--- src/rtl/fetch_sequencer_pkg.sv ---
// Shared constants for the fetch sequencer, program counter and memory model.
// Holds opcode values, FSM state encoding and bus widths.
package fetch_sequencer_pkg;

    localparam int ADDR_W = 6;
    localparam int DATA_W = 8;

    localparam logic [1:0] OP_JZ  = 2'b10;
    localparam logic [1:0] OP_JMP = 2'b11;

    localparam logic [1:0] S_FETCH  = 2'd0;
    localparam logic [1:0] S_DECODE = 2'd1;
    localparam logic [1:0] S_ISSUE  = 2'd2;
    localparam logic [1:0] S_STEP   = 2'd3;

endpackage

--- src/rtl/fetch_sequencer_decode.sv ---
// Combinational jump decode: classifies the instruction register contents
// and resolves whether a jump is taken from the sampled zero flag.
module fetch_decode
    import fetch_sequencer_pkg::*;
(
    input  logic [DATA_W-1:0] instr_i,
    input  logic              z_flag_i,
    output logic              is_jump_o,
    output logic              take_jump_o,
    output logic [ADDR_W-1:0] target_o
);

    logic [1:0] opcode;

    assign opcode = instr_i[DATA_W-1 -: 2];

    always_comb begin
        is_jump_o   = (opcode == OP_JZ) || (opcode == OP_JMP);
        take_jump_o = (opcode == OP_JMP) || ((opcode == OP_JZ) && z_flag_i);
        target_o    = instr_i[ADDR_W-1:0];
    end

endmodule

--- src/rtl/fetch_sequencer.sv ---
// Fetch/decode/issue sequencer: fetches from program memory, resolves jumps
// locally and drives the program counter load/increment strobe.
module fetch_sequencer #(
    parameter int DATA_W = fetch_sequencer_pkg::DATA_W,
    parameter int ADDR_W = fetch_sequencer_pkg::ADDR_W
) (
    input  logic              CLOCK,
    input  logic              RESET,
    input  logic [ADDR_W-1:0] PC_ADDR,
    output logic              MEM_REQ,
    input  logic              MEM_READY,
    input  logic [DATA_W-1:0] MEM_DATA,
    input  logic              Z_FLAG,
    output logic [DATA_W-1:0] INSTR,
    output logic              INSTR_VALID,
    input  logic              EXEC_READY,
    output logic              PC_ADVANCE,
    output logic              ADDR_WRITE,
    output logic [ADDR_W-1:0] ADDR_IN
);

    import fetch_sequencer_pkg::*;

    logic [1:0]        state_q, state_d;
    logic [DATA_W-1:0] ir_q, ir_d;
    logic              addr_wr_q, addr_wr_d;
    logic [ADDR_W-1:0] addr_in_q, addr_in_d;

    logic              is_jump;
    logic              take_jump;
    logic [ADDR_W-1:0] target;

    // PC_ADDR feeds program memory directly; the sequencer never inspects it.
    logic unused_pc_addr;
    assign unused_pc_addr = ^PC_ADDR;

    fetch_decode u_decode (
        .instr_i     (ir_q),
        .z_flag_i    (Z_FLAG),
        .is_jump_o   (is_jump),
        .take_jump_o (take_jump),
        .target_o    (target)
    );

    always_comb begin
        state_d   = state_q;
        ir_d      = ir_q;
        addr_wr_d = addr_wr_q;
        addr_in_d = addr_in_q;
        unique case (state_q)
            S_FETCH: begin
                if (MEM_READY) begin
                    ir_d    = MEM_DATA;
                    state_d = S_DECODE;
                end
            end
            S_DECODE: begin
                if (is_jump) begin
                    addr_wr_d = take_jump;
                    if (take_jump) begin
                        addr_in_d = target;
                    end
                    state_d = S_STEP;
                end else begin
                    state_d = S_ISSUE;
                end
            end
            S_ISSUE: begin
                if (EXEC_READY) begin
                    addr_wr_d = 1'b0;
                    state_d   = S_STEP;
                end
            end
            S_STEP: begin
                state_d = S_FETCH;
            end
            default: begin
                state_d = S_FETCH;
            end
        endcase
    end

    always_ff @(posedge CLOCK) begin
        if (RESET) begin
            state_q   <= S_FETCH;
            ir_q      <= '0;
            addr_wr_q <= 1'b0;
            addr_in_q <= '0;
        end else begin
            state_q   <= state_d;
            ir_q      <= ir_d;
            addr_wr_q <= addr_wr_d;
            addr_in_q <= addr_in_d;
        end
    end

    // Request is masked during reset so the reset cycle never starts a fetch.
    assign MEM_REQ     = (state_q == S_FETCH) && !RESET;
    assign INSTR       = ir_q;
    assign INSTR_VALID = (state_q == S_ISSUE);
    assign PC_ADVANCE  = (state_q == S_STEP);
    assign ADDR_WRITE  = addr_wr_q;
    assign ADDR_IN     = addr_in_q;

endmodule

--- config.mk ---
export PLATFORM = sky130hd
export DESIGN_NAME = fetch_sequencer
export DESIGN_NICKNAME = d
export VERILOG_FILES = /design/src/rtl/fetch_sequencer_pkg.sv /design/src/rtl/fetch_sequencer_decode.sv /design/src/rtl/fetch_sequencer.sv
export SDC_FILE = /design/constraint.sdc
export NUM_CORES = 1
export LEC_CHECK = 0
export CAP_MARGIN = 40
export CORE_MARGIN = 2
export CORE_UTILIZATION = 39
export DETAILED_ROUTE_END_ITERATION = 16
export HOLD_SLACK_MARGIN = 0.12
export PLACE_DENSITY_LB_ADDON = 0.15
export RECOVER_POWER = 25
export SLEW_MARGIN = 20
export SYNTH_ARGS = -nofsm -noshare
export SYNTH_HDL_FRONTEND = slang
export SYNTH_SLANG_ARGS = --single-unit
--- constraint.sdc ---
create_clock -name CLOCK -period 1.5 [get_ports CLOCK]
set_input_delay 0.15 -clock CLOCK [delete_from_list [all_inputs] [get_ports CLOCK]]
set_output_delay 0.15 -clock CLOCK [all_outputs]
set_load 0.03 [all_outputs]
; Word-level counts from Yosys, hierarchy flattened
; Index checks and enable logic that the tools add are counted.
[totals]
reg_bits = 17
inputBits = 19
output_inout_bits = 18
wordCells = 30
[classes]
n_eq_ne = 8
muxes = 7
reduce_logical = 11
[ops]
columns = operator, n
row1 = "2-bit == test, second input constant", 4
row2 = 2-bit one-hot mux with 4 select lines, 1
row3 = 3-bit AND reduction, 2
row4 = 2-bit 2-to-1 mux, 2
row5 = "2-bit inequality test, second input constant", 2
row6 = 2-bit AND reduction, 2
row7 = 1-bit 2-to-1 mux, 3
row8 = "2-bit by 1-bit == test with 1-bit output, second input constant", 1
row9 = 1-bit logical AND, 2
row10 = 2-bit logical NOT, 1
row11 = 1-bit logical OR, 2
row12 = "2-bit by 1-bit inequality test with 1-bit output, second input constant", 1
row13 = 1-bit one-hot mux with 2 select lines, 1
row14 = 2-bit nonzero test, 1
row15 = 1-bit logical NOT, 1

; Logic depth before layout (Yosys ltp)
; Gate-level depths: netlist (run 1).
[depth]
depth_word = 5
mapped_depth = 6

; By module
; A second synthesis (run 1) with hierarchy kept.
[unflattened]
hier_cells = 89
area_unflattened_um2 = 809.5
[by_module_without_submodules]
columns = module, n_inst, cells_each, area_per_inst_um2, seq_area_each_um2
row1 = fetch_sequencer, 1, 81, 753.2, 340.3
row2 = fetch_decode, 1, 8, 56.3, 0.0

; Worst setup path after synthesis (run 1)
; No wires, ideal clock.
[synth_path]
kind = register to output
from = register state_q[0]
to = output MEM_REQ
arrival_ps = 1315
required_ps = 1350
slack_ps = 35
stages_incl_launch_ff = 5
path_buffers = 1
cell_sequence = dfxtp_1 > inv_1 > ha_1 > buf_2 > nor2b_1
[synth_between]
elab_chain_len = 2
[synth_rtl]
columns = item, line
row1 = "start, declared", fetch_sequencer.sv:24  ; logic [1:0] state_q, state_d;
row2 = "start signal, assigned", fetch_sequencer.sv:90  ; state_q <= state_d;
row3 = 2-bit logical NOT, fetch_sequencer.sv:98  ; assign MEM_REQ = (state_q == S_FETCH) && !RESET;
row4 = 1-bit logical AND, fetch_sequencer.sv:98
row5 = "end, declared", fetch_sequencer.sv:10  ; output logic MEM_REQ,
; No other way between the ends.

; Worst setup path after layout (run 1)
[layout_path]
from = register addr_in_q[1] (netlist: ADDR_IN[1])
to = output ADDR_IN[1]
[layout_rtl]
columns = item, line
row1 = "start, declared", fetch_sequencer.sv:27  ; logic [ADDR_W-1:0] addr_in_q, addr_in_d;
row2 = "start signal, assigned", fetch_sequencer.sv:93  ; addr_in_q <= addr_in_d;
row3 = "end, declared", fetch_sequencer.sv:19  ; output logic [ADDR_W-1:0] ADDR_IN
; No word-level cell between the ends.

==> results of run 1 <==
[per-layer routing]
| layer | global-route usage | vias up |
|---|---|---|
| met4 | 0.0649 | 0 |
| met1 | 0.196 | 310 |
| met5 | 0 | - |
| li1 | - | 356 |
| met3 | 0.0259 | 4 |
| met2 | 0.226 | 20 |
[report_power, final]
part	internal, mW	leakage (nW)	total (mW)	switching, mW
clock	0.0991	0.0177	0.242	0.143
combinational	0.331	0.325	0.772	0.441
sequential	0.521	0.139	0.577	0.0559
total	0.951	0.481	1.59	0.640
[cells by family (layout without fill, tap and decap cells)]
family / after synthesis / in the layout / synth area share
AOI/OAI and AO/OA: 18 / 18 / 0.157
adders and majority gates: 5 / 5 / 0.0820
buffers and inverters: 7 / 43 / 0.0475
DFF: 17 / 17 / 0.446
muxes: 7 / 7 / 0.0918
and+or+nand+nor: 28 / 28 / 0.175
[registers in the layout, summed over array words and instances (netlist names)]
signal and count:
INSTR 8, state_q 2, ADDR_WRITE 1, ADDR_IN 6
[worst min-delay path, cell delays in order]
cell             delay, ns
clkdlybuf4s50_1       0.39
nand3_1               0.06
a21oi_1               0.05
[how the worst min path moves through the flow]
stage               endpoint  slack, ns  depth (start not counted)
finish              INSTR[5]       0.40                          3
floorplan           INSTR[0]       0.30                          2
global placement    INSTR[3]       0.46                          2
detailed placement  INSTR[4]       0.46                          2
global route        INSTR[5]       0.42                          3
CTS                 INSTR[5]       0.39                          3
[metrics by stage]
stage	cells	total power, mW	area, um2	hold slack (ns)	worst slack, ns
2_1_floorplan	82	1.08	763	0.298	0.0353
4_1_cts	145	1.63	1150	0.387	0.000963
5_1_grt	145	1.72	1100	0.417	0.0125
3_3_place_gp	141	1.34	1110	0.457	0.106
6_report	145	1.59	1100	0.402	0.0447
3_5_place_dp	141	1.36	1110	0.463	0.0654
[placed cells by master, fill, tap and decap left out, drive strengths merged, types with 2 or more instances in the layout]
cell,n
ha,5
inv,3
buf,8
a21oi,12
clkdlybuf4s50,16
o2111ai,2
mux2i,7
dlygate4sd2,5
nand2b,2
nor2b,2
dfxtp,17
nor2,6
nand2,9
clkbuf,10
nand3,9
[synth_stat cells (all sizes together)]
cell | number | area share
dfxtp | 17 | 0.45
o21ai | 1 | 0.0066
nor2b | 2 | 0.016
clkbuf | 1 | 0.0066
nand2b | 2 | 0.026
inv | 3 | 0.015
o2111ai | 2 | 0.023
nand3 | 9 | 0.059
buf | 3 | 0.026
o211ai | 1 | 0.028
mux2i | 7 | 0.092
nand2 | 9 | 0.044
a21oi | 12 | 0.079
nor2 | 6 | 0.030
ha | 5 | 0.082
a21o | 1 | 0.0098
a31o | 1 | 0.011
[cell type report]
type	count	area share
inverters	3	0.0102
clock inverters	1	0.00454
clock buffers	3	0.0204
multi-input cells	58	0.362
repair buffers	36	0.263
flip-flops and latches	17	0.310
well taps	27	0.0306
==> metrics.cfg, run 1 <==
[status]
run_status=completed

[die]
fp-row-count=16
io_pins=37
die_width_um=48.2
fp.dieH_um=48.2
start_util=0.401
fp.dieArea_um2=2330
design.core.area_um2=1900

[setup_path]
critical_path_class=flip-flop to output pin
critPathSlowestCell=clkdlybuf4s50_1
path_buf_inv=1
cp-end-kind=output pin
startpoint=ADDR_IN[1]
r2r_start=state_q[1]
worst-path-stages=1
arrival_ns=1.31
crit_fanout=2
crit_path_cell_trace=clkdlybuf4s50_1
cp-start-kind=flip-flop
endpoint=ADDR_IN[1]
r2r_setup_slack_ns=0.23
crit_required_ns=1.35
critPathMaxStageDelay_ns=0.67
r2r_cells=5
r2r_end=ADDR_IN[0]
crit_family=buffers and inverters

[clock_tree]
cts_tree=built
cts_resized=7
clk_latency_ns=0.29
cts_hold_buf=0
h-tree-depth=1
cts_sinks=17
postCtsSetupBuffers=0
cts-root-buf=clkbuf_4
cts_made_buffers=3
cts_max_path_buffers=2
clkTransAtPathRegs_ns=0.10

[route]
num_vias=690
ant_nets=0
via_per_inst=4.76
routed_wirelength_mm=1.56
wl_per_cell_um=10.8
wl_met2_um=736
wl_met1_um=718
dr.pass1.iters=4
first_iter_violations=6
top_layer_used=met4
met3_length_um=84
route.detailed.drc=0

[grt]
antenna_found_initial=0
grt_pass1_vias=549
gr-total-overflow=0
grt_start_max_net_pins=11
track_usage=0.146
grt_pass1_wl_mm=2.36

[placement]
portBuffers=30
place_hpwl_mm=1.20
globalplace.congestion=0.709

[worst_hold_path]
hold_class=input pin to flip-flop
hp-start=MEM_DATA[5]

[sta]
finalMaxSlewViolations=0
fmax_mhz=687
finalCriticalPeriod_ns=1.46
rsz0062_at_grt=no
setup-tns-final_ns=0
period_share=0.970
final-setup-viol-count=0
slew_headroom=0.749
tightest_slew_ns=0.378
skew_ns=0.0126
hold_viol_final=0

[flow_run]
cap_violations=0

[power]
irDropWorstVdd_mv=0.733
p_leak_nw=0.481
power_density_nw_per_um2=1440

[final_layout]
n_fill_cell=190
diodes=0
syn2layout_area_growth_pct=44.6
drive_gt1_frac=0.153
regArea_um2=342
post-route-util=0.580
nNetsFinal=143
multi_input_area_um2=399

[synthesis]
syn-num-nets=106
postSynthCellCount=82
ys_types=20
ys_seq_area_frac=0.446
ys_ff_latch=17
avgSynthCellArea_um2=9.31
netlist_area_um2=763
yosysWarnings=0

(Power assumes the default switching activity.)
==> inputs of run 2 (changes only) <==
PLACE_DENSITY = 0.82   (was not set)
PLACE_DENSITY_LB_ADDON = not set   (was 0.15)
SKIP_LAST_GASP = 1   (was not set)
==> run 2 against run 1 <==
Net effect: global-route usage grew 1.7 points; sequential power is essentially flat; first-iteration DRC count grew 130%; setup slack lost 0.0062 ns; sequential share of layout area grew 0.38 points; count of clock-buffer cells in the layout grew 1; combinational power shrank 2%; total power shrank 1.5%; flip-flop and latch count is the same; critical path type unchanged; highest routed layer unchanged.
==> metrics.cfg, run 2 (synthesis results as in run 1) <==
[clock_tree]
cts_max_path_buffers=2  ; unchanged
cts-root-buf=clkbuf_4
cts_made_buffers=3  ; unchanged
cts_sinks=17  ; unchanged
h-tree-depth=1  ; unchanged
clkTransAtPathRegs_ns=0.09  ; about the same
cts_tree=built
clk_latency_ns=0.28  ; about the same

[grt]
grt_start_max_net_pins=15  ; +4
grt_pass1_wl_mm=2.60  ; +10%
grt_pass1_vias=631  ; +15%
antenna_found_initial=0  ; unchanged
track_usage=0.162  ; +0.0169
gr-total-overflow=0  ; unchanged

[power]
power_density_nw_per_um2=1440  ; about the same
p_leak_nw=0.455  ; -5.4%
irDropWorstVdd_mv=0.986  ; +35%

[sta]
finalMaxSlewViolations=0  ; unchanged
finalCriticalPeriod_ns=1.46  ; +0.00622 ns
setup_slack_ns=0.0385  ; -0.00622 ns
slew_headroom=0.748  ; -0.000903
tightest_slew_ns=0.379  ; +0.00136 ns
rsz0062_at_grt=yes
final-setup-viol-count=0  ; unchanged
skew_ns=0.00401  ; -0.00859 ns
hold_viol_final=0  ; unchanged
fmax_mhz=684  ; -0.43%
period_share=0.974  ; +0.00415

[final_layout]
nNetsFinal=141  ; -1.4%
n_fill_cell=189  ; -0.53%
layout_common_cells=18 x clkdlybuf4s50_1, 17 x dfxtp_1, 12 x a21oi_1
final_common_cell=clkdlybuf4s50_1
syn2layout_area_growth_pct=42.3
diodes=0  ; unchanged
drive_gt1_frac=0.129  ; -0.0232
largest_register_ffs=8  ; unchanged
post-route-util=0.571  ; -0.00921
fin_cells=143  ; -1.4%

[route]
wl_per_cell_um=12.4  ; +15%
dr.pass1.iters=4  ; unchanged
first_iter_violations=14  ; +8
routed_wirelength_mm=1.77  ; +13%
ant_nets=0  ; unchanged
route.detailed.drc=0  ; unchanged
via_per_inst=4.90  ; +3.0%
num_vias=701  ; +1.6%

[placement]
place_inst=139  ; -1.4%
globalplace.congestion=0.711  ; +0.30%
portBuffers=30  ; unchanged
pre_cts_slack_ns=0.144  ; +0.0783 ns

[setup_path]
critPathMaxStageDelay_ns=0.42  ; -0.25 ns
cp-start-kind=flip-flop
crit_path_cell_trace=inv_2, ha_4, nor2b_2, buf_4
crit_required_ns=1.35  ; about the same
arrival_ns=1.31  ; about the same
crit_fanout=6  ; +4
critPathSlowestCell=dfxtp_1
critical_path_class=flip-flop to output pin
cp-end-kind=output pin

[die]
fp-row-count=16  ; unchanged
die_width_um=48.2  ; unchanged
start_util=0.401  ; unchanged
fp.dieArea_um2=2330  ; unchanged
design.core.area_um2=1900  ; unchanged
io_pins=37  ; unchanged
fp.dieH_um=48.2  ; unchanged

[status]
run_status=completed

[flow_run]
cap_violations=0  ; unchanged

[worst_hold_path]
hold_class=input pin to flip-flop

-- run 2: routing by layer --
metal | wire length (um) | track usage | share of wire
met4 | 19 | 0.0757 | 0.011
met3 | 118 | 0.0259 | 0.067
met2 | 929 | 0.308 | 0.53
met5 | 0 | 0 | 0
met1 | 700 | 0.172 | 0.40
-- run 2: area by class of cell --
class                           instances  area [um2]  area share
Tap cell                               27        33.8      0.0311
Clock buffer                            4        26.3      0.0242
Timing Repair Buffer                   34         273       0.251
Multi-Input combinational cell         58         402       0.370
Sequential cell                        17         340       0.313
Inverter                                3        11.3      0.0104
-- run 2: report_power, final --
part	internal (mW)	switching, mW
clock	0.103	0.130
combinational	0.302	0.455
sequential	0.519	0.0585
-- run 2: repair_timing --
| action | CTS | global route |
|---|---|---|
| endpoints found under the setup margin | 3 | 9 |
| pin swaps | 0 | 0 |
| buffers inserted | 0 | 0 |
| hold buffers | 0 | 0 |
| gates resized for setup | 3 | 12 |
-- run 2: worst max-delay path: cells and delay by family (launching register included) --
kind,cells,cell delay [ns]
DFF,1,0.42
buffers and inverters,2,0.26
adders and majority gates,1,0.19
and+or+nand+nor,1,0.16
-- run 2: path summary, 6_finish.rpt --
kind	slack [ns]	startpoint	cells past startpoint	end
setup reg to reg	0.14	state_q[1]	5	ADDR_IN[1]
hold / removal	0.44	MEM_DATA[7]	3	INSTR[7]
hold reg to reg	0.48	INSTR[5]	2	INSTR[5]
setup / recovery	0.04	state_q[1]	4	MEM_REQ
-- run 2: per-stage QoR --
step	instance area (um2)	hold WS (ns)	TNS, ns	power (mW)
2_1_floorplan	763	0.298	0	1.08
3_3_place_gp	1100	0.458	0	1.31
6_report	1090	0.439	0	1.57
5_1_grt	1090	0.437	-0.0142	1.67
3_5_place_dp	1100	0.468	0	1.34
4_1_cts	1120	0.437	-0.114	1.57
